### config.mk
export PLATFORM = sky130hd
export DESIGN_NAME = imem_loader
export DESIGN_NICKNAME = d
export VERILOG_FILES = /design/src/rtl/imem_loader_pkg.sv /design/src/rtl/imem_loader_byte_word_packer.sv /design/src/rtl/imem_loader.sv
export SDC_FILE = /design/constraint.sdc
export NUM_CORES = 1
export LEC_CHECK = 0
export ABC_CLOCK_PERIOD_IN_PS = 7000
export CORE_UTILIZATION = 35
export DETAILED_ROUTE_END_ITERATION = 8
export PLACE_DENSITY = 0.65
export SLEW_MARGIN = 20
export SYNTH_ARGS = -nofsm -noshare
export SYNTH_HDL_FRONTEND = slang
export SYNTH_SLANG_ARGS = --single-unit
### constraint.sdc
create_clock -name CLK -period 7 [get_ports CLK]
set_input_delay 0.7 -clock CLK [delete_from_list [all_inputs] [get_ports CLK]]
set_output_delay 0.7 -clock CLK [all_outputs]
set_load 0.01 [all_outputs]
### src/rtl/imem_loader_pkg.sv
// Shared types and constants for the instruction-memory loader.
// Optional checksum trailer is enabled by defining LOADER_CHECKSUM_EN.
package imem_loader_pkg;

    typedef enum logic [2:0] {
        S_IDLE,
        S_LEN_HI,
        S_LEN_LO,
        S_DATA,
        S_WRITE,
        S_CSUM,
        S_DONE,
        S_ERR
    } state_t;

    localparam int FRAME_HDR_BYTES = 2;
    localparam int BYTES_PER_WORD  = 4;

    // Lane index counts accepted bytes within the word being assembled.
    localparam logic [1:0] LANE_FIRST = 2'd0;
    localparam logic [1:0] LANE_LAST  = 2'(BYTES_PER_WORD - 1);

    // Big-endian packing: earlier bytes drift toward [31:24].
    function automatic logic [31:0] shift_in_byte(input logic [31:0] w, input logic [7:0] b);
        return {w[23:0], b};
    endfunction

endpackage

### src/rtl/imem_loader_byte_word_packer.sv
// Shift-in byte register with a lane counter; word/word_full show the
// packed word as it will look once the current byte is accepted.
import imem_loader_pkg::*;

module imem_loader_byte_word_packer (
    input  logic        CLK,
    input  logic        RESET,
    input  logic        clr,
    input  logic        shift_en,
    input  logic [7:0]  byte_in,
    output logic [31:0] word,
    output logic        word_full
);

    logic [31:0] word_q;
    logic [1:0]  lane_q;

    assign word      = shift_in_byte(word_q, byte_in);
    assign word_full = shift_en && (lane_q == LANE_LAST);

    always_ff @(posedge CLK or posedge RESET) begin
        if (RESET) begin
            word_q <= '0;
            lane_q <= LANE_FIRST;
        end else if (clr) begin
            word_q <= '0;
            lane_q <= LANE_FIRST;
        end else if (shift_en) begin
            word_q <= word;
            lane_q <= lane_q + 2'd1;
        end
    end

endmodule

### src/rtl/imem_loader.sv
// Byte-stream instruction-memory loader: length header, big-endian word
// packing, sequential word writes. Checksum trailer under LOADER_CHECKSUM_EN.
import imem_loader_pkg::*;

module imem_loader #(
    parameter int ADDR_W     = 10,
    parameter int MAX_WORDS  = 256,
    parameter int START_ADDR = 0
) (
    input  logic              CLK,
    input  logic              RESET,
    input  logic              start,
    input  logic [7:0]        byte_in,
    input  logic              byte_valid,
    output logic              byte_ready,
    output logic              wr_en,
    output logic [ADDR_W-1:0] wr_addr,
    output logic [31:0]       wr_data,
    output logic              cpu_hold,
    output logic              done,
    output logic              err,
    output logic [15:0]       word_count
);

    localparam logic [ADDR_W-1:0] START_A = ADDR_W'(START_ADDR);
    localparam logic [15:0]       MAX_N   = 16'(MAX_WORDS);

    state_t      state;
    logic [7:0]  len_hi;
    logic [15:0] len_q;
    logic [15:0] len_in;
    logic        xfer;
    logic        start_ok;
    logic [31:0] pk_word;
    logic        pk_full;
    logic [ADDR_W-1:0] next_addr;
`ifdef LOADER_CHECKSUM_EN
    logic [7:0]  csum;
`endif

    assign xfer      = byte_valid && byte_ready;
    assign len_in    = {len_hi, byte_in};
    assign start_ok  = start && (state == S_IDLE || state == S_DONE || state == S_ERR);
    // Modulo-2**ADDR_W word address; legal lengths never reach the wrap.
    assign next_addr = START_A + {word_count[ADDR_W-3:0], 2'b00};

    imem_loader_byte_word_packer u_packer (
        .CLK       (CLK),
        .RESET     (RESET),
        .clr       (start_ok),
        .shift_en  (xfer && state == S_DATA),
        .byte_in   (byte_in),
        .word      (pk_word),
        .word_full (pk_full)
    );

    always_ff @(posedge CLK or posedge RESET) begin
        if (RESET) begin
            state      <= S_IDLE;
            byte_ready <= 1'b0;
            wr_en      <= 1'b0;
            wr_addr    <= START_A;
            wr_data    <= '0;
            cpu_hold   <= 1'b0;
            done       <= 1'b0;
            err        <= 1'b0;
            word_count <= '0;
            len_hi     <= '0;
            len_q      <= '0;
`ifdef LOADER_CHECKSUM_EN
            csum       <= '0;
`endif
        end else begin
            wr_en <= 1'b0;
            case (state)
                S_IDLE, S_DONE, S_ERR: begin
                    if (start_ok) begin
                        state      <= S_LEN_HI;
                        byte_ready <= 1'b1;
                        cpu_hold   <= 1'b1;
                        done       <= 1'b0;
                        err        <= 1'b0;
                        word_count <= '0;
`ifdef LOADER_CHECKSUM_EN
                        csum       <= '0;
`endif
                    end
                end
                S_LEN_HI: begin
                    if (xfer) begin
                        len_hi <= byte_in;
                        state  <= S_LEN_LO;
                    end
                end
                S_LEN_LO: begin
                    if (xfer) begin
                        len_q <= len_in;
                        if (len_in == 16'd0) begin
                            state      <= S_DONE;
                            byte_ready <= 1'b0;
                            cpu_hold   <= 1'b0;
                            done       <= 1'b1;
                        end else if (len_in > MAX_N) begin
                            // CPU stays held on a rejected load.
                            state      <= S_ERR;
                            byte_ready <= 1'b0;
                            err        <= 1'b1;
                        end else begin
                            state <= S_DATA;
                        end
                    end
                end
                S_DATA: begin
                    if (xfer) begin
`ifdef LOADER_CHECKSUM_EN
                        csum <= csum ^ byte_in;
`endif
                        if (pk_full) begin
                            state      <= S_WRITE;
                            byte_ready <= 1'b0;
                            wr_en      <= 1'b1;
                            wr_addr    <= next_addr;
                            wr_data    <= pk_word;
                        end
                    end
                end
                S_WRITE: begin
                    word_count <= word_count + 16'd1;
                    if (word_count + 16'd1 < len_q) begin
                        state      <= S_DATA;
                        byte_ready <= 1'b1;
                    end else begin
`ifdef LOADER_CHECKSUM_EN
                        state      <= S_CSUM;
                        byte_ready <= 1'b1;
`else
                        state      <= S_DONE;
                        cpu_hold   <= 1'b0;
                        done       <= 1'b1;
`endif
                    end
                end
`ifdef LOADER_CHECKSUM_EN
                S_CSUM: begin
                    if (xfer) begin
                        byte_ready <= 1'b0;
                        if (byte_in == csum) begin
                            state    <= S_DONE;
                            cpu_hold <= 1'b0;
                            done     <= 1'b1;
                        end else begin
                            state <= S_ERR;
                            err   <= 1'b1;
                        end
                    end
                end
`endif
                default: begin
                    state      <= S_IDLE;
                    byte_ready <= 1'b0;
                end
            endcase
        end
    end

endmodule

Word level (Yosys, flattened, before mapping)
Index checks and enable logic that the tools add are counted.

Magnitude comparators: 2. Eq/ne operators: 18. Reductions and logical operators: 21. Multiplexer cells: 39. Add/sub/neg operators: 2. Bitwise gates (word level): 1.

Operator list (number): 24-bit 2-to-1 mux (2); 16-bit case mux with 2 select lines (1); 3-bit 2-to-1 mux (8); 1-bit 2-to-1 mux (20); 2-bit != test, second input constant (10); 16-bit by 1-bit adder with 16-bit output, second input constant (1); 16-bit by 9-bit > comparator with 1-bit output, second input constant (1); 16-bit zero test (1); 16-bit < comparator (1); 16-bit 2-to-1 mux (1); 3-bit case mux with 5 select lines (1); 5-bit AND reduction (3); 3-bit equality test, second input constant (3); 7-bit AND reduction (1); 3-bit by 2-bit equality test with 1-bit output, second input constant (2); 1-bit case mux with 3 select lines (2); 2-bit AND reduction (3); 2-bit nonzero test (3); 1-bit case mux with 5 select lines (1); 1-bit logical AND (4); 2-bit 2-to-1 mux (2); 3-bit by 1-bit equality test with 1-bit output, second input constant (1); 3-bit zero test (1); 3-bit != test, second input constant (1); 8 further kinds (9).

Output and inout bits: 63. Register bits after elaboration: 114. Word-level logic and storage cells: 96.

Longest topological paths before layout
Gate-level depths: netlist (run 1).

Depth in word-level cells: 6. Gate-level depth with buffers: 11. Gate-level depth less buffers: 11.

Modules after synthesis
From an unflattened synthesis (run 1), not the netlist that was laid out.

Cells, all modules: 478. Area, all modules: 5411.4 um^2.

Modules (own cells, without submodules): imem_loader (instances 1, cells each 383, area each 4252.8 um^2); imem_loader_byte_word_packer (instances 1, cells each 95, area each 1158.6 um^2).

Least setup slack after synthesis (run 1)
OpenSTA, ideal clock, no wires.

Kind: reg-to-reg. Start point: register word_count[2]. End point: register byte_ready. Setup slack: 4.290 ns. Path buffers: 1. Clock period less this slack: 2.710 ns. Stages on the path, launching flop included: 12. Data arrival time: 2.616 ns. Cell sequence: dfrtp_1 clkbuf_1 nand4_1 nor4_2 nand3_1 xnor2_1 ha_1 a21oi_1 o21a_1 o21ai_0 a22o_1 a211oi_1.

Longest elaborated chain between the ends: 4.

RTL lines: start: declaration (line imem_loader.sv:22) `output logic [15:0] word_count`; start signal: assignment (line imem_loader.sv:128) `word_count <= word_count + 16'd1;`; 16-bit by 1-bit adder with 16-bit output (line imem_loader.sv:129) `if (word_count + 16'd1 < len_q) begin`; 16-bit < comparator (line imem_loader.sv:129); 2-bit != test (no source line); 7-bit AND reduction (no source line); end signal: assignment (line imem_loader.sv:120) `byte_ready <= 1'b0;`; end signal: assignment (line imem_loader.sv:131) `byte_ready <= 1'b1;`; end signal: assignment (line imem_loader.sv:160) `byte_ready <= 1'b0;`; end: declaration (line imem_loader.sv:15) `output logic byte_ready,`.

Every way passes these cells. A chain may end at the register's enable or synchronous reset.

Worst setup path after layout (run 1)
Start point: register state[1]. End point: register wr_addr[3].

Longest elaborated chain between the ends: 4.

RTL lines: start: declaration (line imem_loader.sv:28) `state_t state;`; start signal: assignment (line imem_loader.sv:59) `state <= S_IDLE;`; start signal: assignment (line imem_loader.sv:78) `state <= S_LEN_HI;`; start signal: assignment (line imem_loader.sv:92) `state <= S_LEN_LO;`; 3-bit by 2-bit equality test with 1-bit output (*) (line imem_loader.sv:51, imem_loader.sv:75); 1-bit logical AND (line imem_loader.sv:51) `.shift_en (xfer && state == S_DATA),`; 1-bit logical AND (line imem_loader_byte_word_packer.sv:19) `assign word_full = shift_en && (lane_q == LANE_LAST);`; 3-bit AND reduction (no source line) (*); end signal: assignment (line imem_loader.sv:122) `wr_addr <= next_addr;`; end: declaration (line imem_loader.sv:17) `output logic [ADDR_W-1:0] wr_addr,`.

Every way passes the cells marked *; elsewhere a longest branch is shown, timed or not.

==> results of run 1 <==
==> synthesized netlist by cell type, drive strengths merged (7+ instances only) <==
| cell type | n |
|---|---|
| nand4 | 8 |
| nor2 | 15 |
| dfrtp | 114 |
| a21oi | 35 |
| buf | 7 |
| xor2 | 9 |
| clkbuf | 18 |
| inv | 23 |
| nand3 | 9 |
| ha | 17 |
| o21ai | 33 |
| nand2 | 94 |
| mux2 | 49 |
==> critical path, stage by stage, from the launching register on <==
cell	delay, ps
dfrtp_1	570
and2b_1	270
nand3_1	150
nor2_2	780
nand2_2	810
mux2_1	560
==> sequential cells by signal, indices dropped and copies added, names as in the netlist <==
name / flops
byte_ready: 1
cpu_hold: 1
done: 1
err: 1
len_hi: 8
len_q: 16
state: 3
u_packer.lane_q: 2
u_packer.word_q: 24
word_count: 16
wr_addr: 8
wr_data: 32
wr_en: 1
==> routing by layer <==
layer  vias to the layer above  wire, um
met2                        75      5815
met5                         -         0
li1                       1861         -
met3                        13       419
met4                         0       157
met1                      1924      5338
==> cell families (layout without fill, tap and decap cells) <==
family / count (synthesis) / count (layout) / synth area share
fa+ha+maj: 17 / 17 / 0.04053
other cells: 1 / 2 / 0.0007146
mux: 49 / 49 / 0.1052
compound gates: 100 / 100 / 0.1144
flops: 114 / 114 / 0.5436
simple gates: 151 / 151 / 0.1338
xor+xnor: 15 / 15 / 0.02504
buf+inv: 48 / 129 / 0.03672
==> worst paths after layout <==
| path | startpoint | endpoint |
|---|---|---|
| setup reg to reg | state[1]$_DFFE_PP0P_ | wr_addr[3]$_DFFE_PP0P_ |
| max in group asynchronous | RESET | word_count[13]$_DFFE_PP0P_ |
| setup / recovery | state[1]$_DFFE_PP0P_ | wr_addr[3]$_DFFE_PP0P_ |
| min in group asynchronous | RESET | wr_data[16]$_DFFE_PP0P_ |
| hold / removal | u_packer.word_q[21]$_DFFE_PP0P_ | wr_data[29]$_DFFE_PP0P_ |
| hold reg to reg | u_packer.word_q[21]$_DFFE_PP0P_ | wr_data[29]$_DFFE_PP0P_ |
==> layout by cell type (no fill, tap or decap), types with 3 or more instances in the layout <==
cell,count
clkinv_2,3
bufinv_16,3
clkinvlp_4,4
xor2_1,9
nand3_1,9
mux2_2,41
nand4_1,8
o31ai_1,3
o21ai_1,3
or4_1,3
o21a_1,4
dfrtp_1,114
buf_4,3
nand2_1,93
and3_1,4
o21ai_0,30
a21oi_1,35
nand2b_1,3
nor2_1,12
inv_1,21
mux2_1,8
clkbuf_16,17
xnor2_1,6
o2bb2ai_1,4
ha_1,17
clkdlybuf4s50_1,72
==> final cells by class <==
cell class	instances	area share
Tap cell	184	0.03418
Inverter	23	0.01319
Clock inverter	10	0.02006
Multi-Input combinational cell	334	0.3292
Timing Repair Buffer	76	0.1120
Clock buffer	20	0.06781
Sequential cell	114	0.4236
==> stage by stage <==
step / cells / utilization
2_1_floorplan: 496 / -
3_5_place_dp: 730 / 0.4202
6_report: 761 / 0.4617
5_1_grt: 761 / 0.4617
3_3_place_gp: 730 / 0.4202
4_1_cts: 760 / 0.4607
==> power by group through the flow <==
stage          combinational (mW)  sequential (mW)  clock, mW
5_1_grt                     0.678            0.952      0.896
3_5_place_dp                0.596            0.940          0
4_1_cts                     0.602            0.931      0.867
3_3_place_gp                0.570            0.934          0
6_report                    0.602            0.931      0.853
2_1_floorplan               0.417            0.903          0
==> metrics.md, run 1 <==
| Metric | Value |
|---|---|
| Status | `completed` |
| Library cells used by synthesis | `between 50 and 60` |
| P_int | `1.645 mW` |
| Worst slack at placement | `between 3000 and 4000 ps` |
| Post-route cell area | `a little under 7000 um^2` |
| Slew headroom | `0.3369` |
| Area leader, netlist | `dfrtp_1` |
| Sequential share of power | `0.390` |
| Maximum vdd drop | `~170 uV` |
| Crit path max fanout | `41` |
| Average cell area after synthesis | `between 10 and 15 um^2` |
| Hold Crit Depth | `1` |
| Post-route setup slack | `~3700 ps` |
| Post-layout power | `between 2 and 2.5 mW` |
| Cell Pwr Density | `354.1 nW/um^2` |
| Yosys Warn Count | `0` |
| GR met1 Demand/Resource | `0.2105` |
| Drt wl/cell | `about 15 um` |
| Cts repair resizes | `0` |
| CTS Hold Bufs | `0` |
| WHS | `just under 500 ps` |
| WS Path Type | `reg2reg` |
| Final hold violations | `0` |
| Clock power frac | `0.357` |
| GRT Util Overall | `0.1587` |
| Yosys top cell area share | `0.5436` |
| Diode count | `0` |
| Worst-case clock buffer depth | `2` |
| DRT antenna net count | `0` |
| TritonCTS clock tree | `built` |
| Crit. End Element | `register` |
| Clk sinks | `114` |
| Slew Viols, Final | `0` |
| Post-synth EDFFs | `0` |
| FMAX | `between 300 and 400 MHz` |
| Synth top area cells | `dfrtp_1 (54%), mux2_2 (8.8%), nand2_1 (6.7%), ha_1 (4.1%), a21oi_1 (3.3%)` |
| # Post-CTS Setup Buffers | `0` |
| Leakage Power | `3.044 nW` |
| Synth Cell Area | `around 5200 um^2` |
| Io pins | `75` |
| Max-capacitance violation count | `0` |
| R2r setup slk | `around 3700 ps` |
| Via count | `around 3900` |
| P&R area growth vs syn | `28.35%` |
| Initial antenna violation count | `0` |
| Final setup TNS | `0 ps` |
| Inserted Clock Buffers | `17` |
| CTS root buf | `clkbuf_16` |
| FP Rows | `44` |
| Initial Util | `0.3597` |
| Die ar. | `15490 um^2` |
| Psw | `0.7404 mW` |
| Port Buf Inserts | `a little over 70` |
| Die X | `approximately 120 um` |
| Routed wire length | `11730 um` |
| Unrepaired setup endpoints after global routing | `no` |
| Number of global-route vias before repair | `between 3000 and 4000` |
| Register area share after synthesis | `0.5436` |
| Switching fraction of total power | `0.3104` |
| Main synth FF type | `dfrtp_1` |
| Required time of the critical path | `~7300 ps` |
| Mapped Cells | `495` |
| Asr flop ratio synth | `1.000` |
| DRT iter0 DRCs | `between 300 and 400` |
| Crit start category | `register` |
| CTS H-tree depth | `4` |
| Drt pass-1 iters | `4` |
| Post-DR vias/cell | `~5.1` |
| GRT Max-Usage Layer | `met2` |
| Min Tclk post-route | `3290 ps` |
| Die H | `~120 um` |
| Placer's final routability congestion estimate | `0.8109` |
| Largest net degree at the start of global routing | `70` |
| Multi-input gate area | `around 2200 um^2` |
| Least-Margin Pin Slew | `about 990 ps` |
| Congestion Overflow GR | `0` |
| Worst Reg-to-Reg Cells | `5` |
| Core area | `14590 um^2` |
| Combinational power share | `0.252` |
| Sequential cell area | `~2900 um^2` |
| Placed inst area | `just over 6000 um^2` |
| Clock-pin slew on the worst setup and hold paths | `50 ps` |
| Final #Nets | `approximately 600` |
| Flops & latches, synth | `approximately 110` |
| First-pass GRT wire length | `about 20000 um` |
| Layout cells sized above 1 | `0.1525` |
| Met3 Track Usage GR | `0.04124` |
| GR met2 Demand/Resource | `0.2499` |
| Critical path arrival | `3570 ps` |
| Fillers | `~1300` |
| Hold crit path type | `reg2reg` |
| Clk_skew | `roughly 10 ps` |
| Final setup fails | `0` |
| DRC viols | `0` |
| Period utilization | `0.4700` |
| Worst skew pair latency | `~400 ps` |
| Hpwl dp | `slightly above 8000 um` |
Note: power is estimated with default switching activity, not from simulation.
==> run 2: changes to the inputs <==
--- a/config.mk
+++ b/config.mk
@@ -5,7 +5,7 @@
 export SDC_FILE = /design/constraint.sdc
 export NUM_CORES = 1
 export LEC_CHECK = 0
-export ABC_CLOCK_PERIOD_IN_PS = 7000
+export ABC_CLOCK_PERIOD_IN_PS = 3300
 export CORE_UTILIZATION = 35
 export DETAILED_ROUTE_END_ITERATION = 8
 export PLACE_DENSITY = 0.65
==> constraint.sdc (replaced) <==
create_clock -name CLK -period 3.3 [get_ports CLK]
set_input_delay 0.33 -clock CLK [delete_from_list [all_inputs] [get_ports CLK]]
set_output_delay 0.33 -clock CLK [all_outputs]
set_load 0.01 [all_outputs]
==> run 2 against run 1 <==
Net effect:
- utilization grew 0.66 points
- global-route usage up 0.95 points
- sequential power rose by 110%
- final area grew 1.4%
- cell count is 1.3% higher
- combinational power is 120% higher
- clock power is 120% higher
- non-clock buffer count is 8 higher
- routed wire length is 5.2% higher
- highest routed layer unchanged
==> metrics.md, run 2 (synthesis results as in run 1) <==
| Metric | Value |
|---|---|
| Port Buf Inserts | `72` |
| Initial antenna violation count | `0` |
| Cell Pwr Density | `~760 nW/um^2` |
| CTS Hold Bufs | `0` |
| Most frequent cells in the layout | `dfrtp_1 (114), nand2_1 (93), clkdlybuf4s50_1 (72)` |
| Cts repair resizes | `0` |
| Die H | `around 120 um` |
| Placer's final routability congestion estimate | `about 0.9` |
| DRT antenna net count | `0` |
| Die ar. | `roughly 15000 um^2` |
| FMAX | `345.9 MHz` |
| CTS H-tree depth | `4` |
| Least-Margin Pin Slew | `916.8 ps` |
| Clk sinks | `roughly 110` |
| DRC viols | `0` |
| Post-layout power | `approximately 5.2 mW` |
| Fillers | `between 1000 and 1500` |
| Crit start category | `register` |
| Clk_skew | `between 6 and 7 ps` |
| Routed wire length | `around 12000 um` |
| Worst skew pair latency | `410 ps` |
| Final setup fails | `0` |
| Diode count | `0` |
| Max-capacitance violation count | `0` |
| FF-to-FF Start | `word_count[0]$_DFFE_PP0P_` |
| Largest delay contributor family on the critical path | `simple AND/OR/NAND/NOR gates` |
| Worst-case clock buffer depth | `2` |
| Maximum vdd drop | `between 200 and 300 uV` |
| Die X | `124.4 um` |
| P&R area growth vs syn | `30.19%` |
| Initial Util | `0.3597` |
| Hold crit path type | `in2async` |
| Unrepaired setup endpoints after global routing | `no` |
| DRT iter0 DRCs | `around 220` |
| Most flop-heavy register | `wr_data` |
| Crit-path cells | `ha_1 > nand4_1 > nor2_1 > and3_1 > xor2_1 > ha_1 > nand4_1 > o21ai_0 > a22o_1 > a211oi_1` |
| Final #Nets | `between 600 and 700` |
| Slew Viols, Final | `0` |
| Via count | `4007` |
| Slowest CP cell | `dfrtp_1` |
| Core area | `around 15000 um^2` |
| CTS root buf | `clkbuf_16` |
| Worst Reg-to-Reg Cells | `10` |
| R2r setup slk | `roughly 400 ps` |
| Inserted Clock Buffers | `17` |
| Drt wl/cell | `16.01 um` |
| CP Depth | `10` |
| Drt pass-1 iters | `7` |
| Clock-pin slew on the worst setup and hold paths | `around 50 ps` |
| FP Rows | `44` |
| Leakage Power | `between 3 and 4 nW` |
| Status | `completed` |
| Largest net degree at the start of global routing | `52` |
| WS Path Type | `reg2reg` |
| Most common cell after layout, fill and taps aside | `dfrtp_1` |
| Number of global-route vias before repair | `about 4000` |
| Final hold violations | `0` |
| Io pins | `75` |
| Reg2reg end | `byte_ready$_DFFE_PP0P_` |
| # Post-CTS Setup Buffers | `0` |
| GRT Util Overall | `0.1682` |
| Crit. End Element | `register` |
| CP peak stage delay | `approximately 460 ps` |
| Top Registers | `wr_data: 32 flops, u_packer.word_q: 24 flops` |
| Layout cells sized above 1 | `0.1618` |
| Crit path max fanout | `8` |
| Min Tclk post-route | `~2900 ps` |
| TritonCTS clock tree | `built` |
| Hpwl dp | `between 8000 and 9000 um` |
| Max FFs per register | `32` |
| Congestion Overflow GR | `0` |
| Slew headroom | `0.3875` |
| Period utilization | `0.8760` |
| Final setup TNS | `0 ps` |
| First-pass GRT wire length | `about 21000 um` |
| Critical path arrival | `approximately 3200 ps` |
| Required time of the critical path | `~3600 ps` |
| Post-DR vias/cell | `about 5.2` |
| Buf/Inv on CP | `0` |
run 2: cell type report:
type                            count  area [um^2]  share of cell area
Timing Repair Buffer               84        823.3              0.1205
Sequential cell                   114         2853              0.4176
Tap cell                          184        230.2             0.03370
Clock inverter                     10        156.4             0.02289
Clock buffer                       22        464.2             0.06795
Multi-Input combinational cell    334         2215              0.3242
Inverter                           23        90.09             0.01319
run 2: worst max-delay path by stage:
stage          slack (ps)                 startpoint                endpoint
6_report              410  word_count[0]$_DFFE_PP0P_  byte_ready$_DFFE_PP0P_
5_1_grt                90  word_count[2]$_DFFE_PP0P_  byte_ready$_DFFE_PP0P_
4_1_cts               430  word_count[0]$_DFFE_PP0P_  byte_ready$_DFFE_PP0P_
3_5_place_dp          450  word_count[2]$_DFFE_PP0P_  byte_ready$_DFFE_PP0P_
3_3_place_gp          560  word_count[0]$_DFFE_PP0P_  byte_ready$_DFFE_PP0P_
2_1_floorplan         590  word_count[2]$_DFFE_PP0P_  byte_ready$_DFFE_PP0P_
run 2: worst reg2reg max path, stage by stage, from the launching register on:
cell and delay (ps):
dfrtp_1 460, ha_1 250, nand4_1 160, nor2_1 410, and3_1 250, xor2_1 190
ha_1 290, nand4_1 160, o21ai_0 170, a22o_1 250, a211oi_1 210
run 2: power breakdown:
part | internal (mW) | switching [mW]
Clock | 1.30 | 0.612
Combinational | 0.576 | 0.724
Sequential | 1.71 | 0.266
run 2: stage by stage:
step,cell area (um^2),setup slack [ps],hold slack [ps],util,cells
floorplan,5255,590.4,446.8,-,496
global placement,6211,555.1,468.7,0.4257,739
detailed placement,6211,450.4,476.2,0.4257,739
CTS,6832,425.5,488.0,0.4683,771
global route,6832,88.58,515.3,0.4683,771
finish,6832,409.2,468.0,0.4683,771
run 2: routing by layer:
layer  vias up  routed length [um]  GRT usage
met5         -                   0          0
met4         0                 288    0.07229
met3        23                 433    0.03651
met2        91                6086     0.2710
met1      2018                5532     0.2175
li1       1875                   -          -
==> run 3: changes to the inputs <==
--- a/config.mk
+++ b/config.mk
@@ -8,6 +8,7 @@
 export ABC_CLOCK_PERIOD_IN_PS = 3300
 export CORE_UTILIZATION = 35
 export DETAILED_ROUTE_END_ITERATION = 8
+export MAX_ROUTING_LAYER = met4
 export PLACE_DENSITY = 0.65
 export SLEW_MARGIN = 20
 export SYNTH_ARGS = -nofsm -noshare
==> run 3 against run 2 <==
Net effect:
- global-route usage up 0.49 points
- via count up 0.22%
- critical path depth unchanged
==> metrics.md, run 3 (synthesis results as in run 1) <==
| Metric | Value |
|---|---|
| Switching fraction of total power | `0.3090` |
| FF-to-FF Start | `word_count[2]$_DFFE_PP0P_` |
| Clock power frac | `0.368` |
| Multi-input gate area | `between 2000 and 2500 um^2` |
| Number of global-route vias before repair | `between 4000 and 5000` |
| Max FFs per register | `32` |
| Unrepaired setup endpoints after global routing | `no` |
| Crit path max fanout | `8` |
| Least-Margin Pin Slew | `between 900 and 1000 ps` |
| Critical path arrival | `~3200 ps` |
| Worst skew pair latency | `410 ps` |
| Top Registers | `wr_data: 32 flops, u_packer.word_q: 24 flops` |
| # Post-CTS Setup Buffers | `0` |
| FP Rows | `between 40 and 50` |
| DRT iter0 DRCs | `~220` |
| CTS H-tree depth | `4` |
| Required time of the critical path | `3620 ps` |
| Sequential share of power | `0.381` |
| Crit start category | `register` |
| Maximum vdd drop | `294.1 uV` |
| Final setup fails | `0` |
| Clk_skew | `about 5.8 ps` |
| Diode count | `0` |
| Via count | `4016` |
| WHS | `464.7 ps` |
| Slew headroom | `0.3876` |
| DRT antenna net count | `0` |
| Worst-case clock buffer depth | `2` |
| Hold crit path type | `in2async` |
| Die X | `124.4 um` |
| Sequential cell area | `around 2900 um^2` |
| Combinational power share | `0.251` |
| Most flop-heavy register | `wr_data` |
| Layout cells sized above 1 | `0.1618` |
| P_int | `approximately 3.6 mW` |
| Reg2reg end | `byte_ready$_DFFE_PP0P_` |
| Psw | `1.604 mW` |
| Initial Util | `0.3597` |
| Drt pass-1 iters | `4` |
| Final #Nets | `603` |
| Most frequent cells in the layout | `dfrtp_1 (114), nand2_1 (93), clkdlybuf4s50_1 (72)` |
| Placer's final routability congestion estimate | `about 0.9` |
| Largest net degree at the start of global routing | `52` |
| Inserted Clock Buffers | `17` |
| Clock-pin slew on the worst setup and hold paths | `~50 ps` |
| Die ar. | `around 15000 um^2` |
| Post-DR vias/cell | `between 5 and 6` |
| Most common cell after layout, fill and taps aside | `dfrtp_1` |
| DRC viols | `0` |
| Leakage Power | `between 3 and 4 nW` |
| TritonCTS clock tree | `built` |
| Cts repair resizes | `0` |
| Status | `completed` |
| Crit. End Element | `register` |
| Max-capacitance violation count | `0` |
| GRT Util Overall | `0.1730` |
| Clk sinks | `114` |
| Fillers | `1311` |
| Congestion Overflow GR | `0` |
| Hpwl dp | `around 8600 um` |
| FMAX | `approximately 340 MHz` |
| Core area | `~15000 um^2` |
| Routed wire length | `approximately 12000 um` |
| Slew Viols, Final | `0` |
| Drt wl/cell | `between 15 and 20 um` |
| Min Tclk post-route | `2901 ps` |
| CTS root buf | `clkbuf_16` |
| Period utilization | `0.8790` |
| First-pass GRT wire length | `a little over 20000 um` |
| Io pins | `75` |
| R2r setup slk | `~400 ps` |
| WS Path Type | `reg2reg` |
| P&R area growth vs syn | `30.19%` |
| Port Buf Inserts | `72` |
| Final setup TNS | `0 ps` |
| Initial antenna violation count | `0` |
| Die H | `between 100 and 150 um` |
| CTS Hold Bufs | `0` |
| Worst Reg-to-Reg Cells | `10` |
| Cell Pwr Density | `about 760 nW/um^2` |
| Final hold violations | `0` |
run 3: how the worst max path moves through the flow:
| stage | start | to | slack (ps) | cells after the start |
|---|---|---|---|---|
| after floorplan | word_count[2]$_DFFE_PP0P_ | byte_ready$_DFFE_PP0P_ | 590 | 11 |
| after global placement | word_count[0]$_DFFE_PP0P_ | byte_ready$_DFFE_PP0P_ | 560 | 11 |
| after detailed placement | word_count[2]$_DFFE_PP0P_ | byte_ready$_DFFE_PP0P_ | 450 | 10 |
| after CTS | word_count[0]$_DFFE_PP0P_ | byte_ready$_DFFE_PP0P_ | 430 | 10 |
| after global routing | word_count[2]$_DFFE_PP0P_ | byte_ready$_DFFE_PP0P_ | 90 | 10 |
| final | word_count[2]$_DFFE_PP0P_ | byte_ready$_DFFE_PP0P_ | 400 | 10 |
run 3: per-stage QoR:
| stage | area [um^2] | power (mW) | util | std cells | setup WS (ps) |
|---|---|---|---|---|---|
| final | 6832 | 5.191 | 0.4683 | 771 | 399.4 |
| after global routing | 6832 | 5.499 | 0.4683 | 771 | 88.47 |
| after CTS | 6832 | 5.229 | 0.4683 | 771 | 425.5 |
| after detailed placement | 6211 | 3.292 | 0.4257 | 739 | 450.4 |
| after global placement | 6211 | 3.221 | 0.4257 | 739 | 555.1 |
| after floorplan | 5255 | 2.800 | - | 496 | 590.4 |
run 3: metal layers:
metal  global-route usage  share of wire
met5                    -              0
met2               0.2707           0.49
met3              0.03522          0.038
met4              0.07229          0.026
met1               0.2183           0.45
run 3: power groups by stage:
stage | clock, mW | combinational (mW) | sequential, mW
3_5_place_dp | 0 | 1.30 | 1.99
3_3_place_gp | 0 | 1.25 | 1.97
6_report | 1.91 | 1.30 | 1.98
2_1_floorplan | 0 | 0.885 | 1.92
5_1_grt | 2.00 | 1.47 | 2.03
4_1_cts | 1.94 | 1.31 | 1.98
run 3: worst max-delay path, stage by stage, from the launching register on:
cell and delay (ps):
dfrtp_1 480, nand4_1 230, nor3_1 460, and3_1 240, xor2_1 190, ha_1 290
a21oi_1 190, o21a_1 140, o21ai_0 130, a22o_1 250, a211oi_1 210
run 3: area by class of cell:
cell class | count | share of cell area
sequential | 114 | 0.4176
multi-input combinational | 334 | 0.3242
timing repair buffer | 84 | 0.1205
clock buffer | 22 | 0.06795
tap | 184 | 0.03370
clock inverter | 10 | 0.02289
inverter | 23 | 0.01319
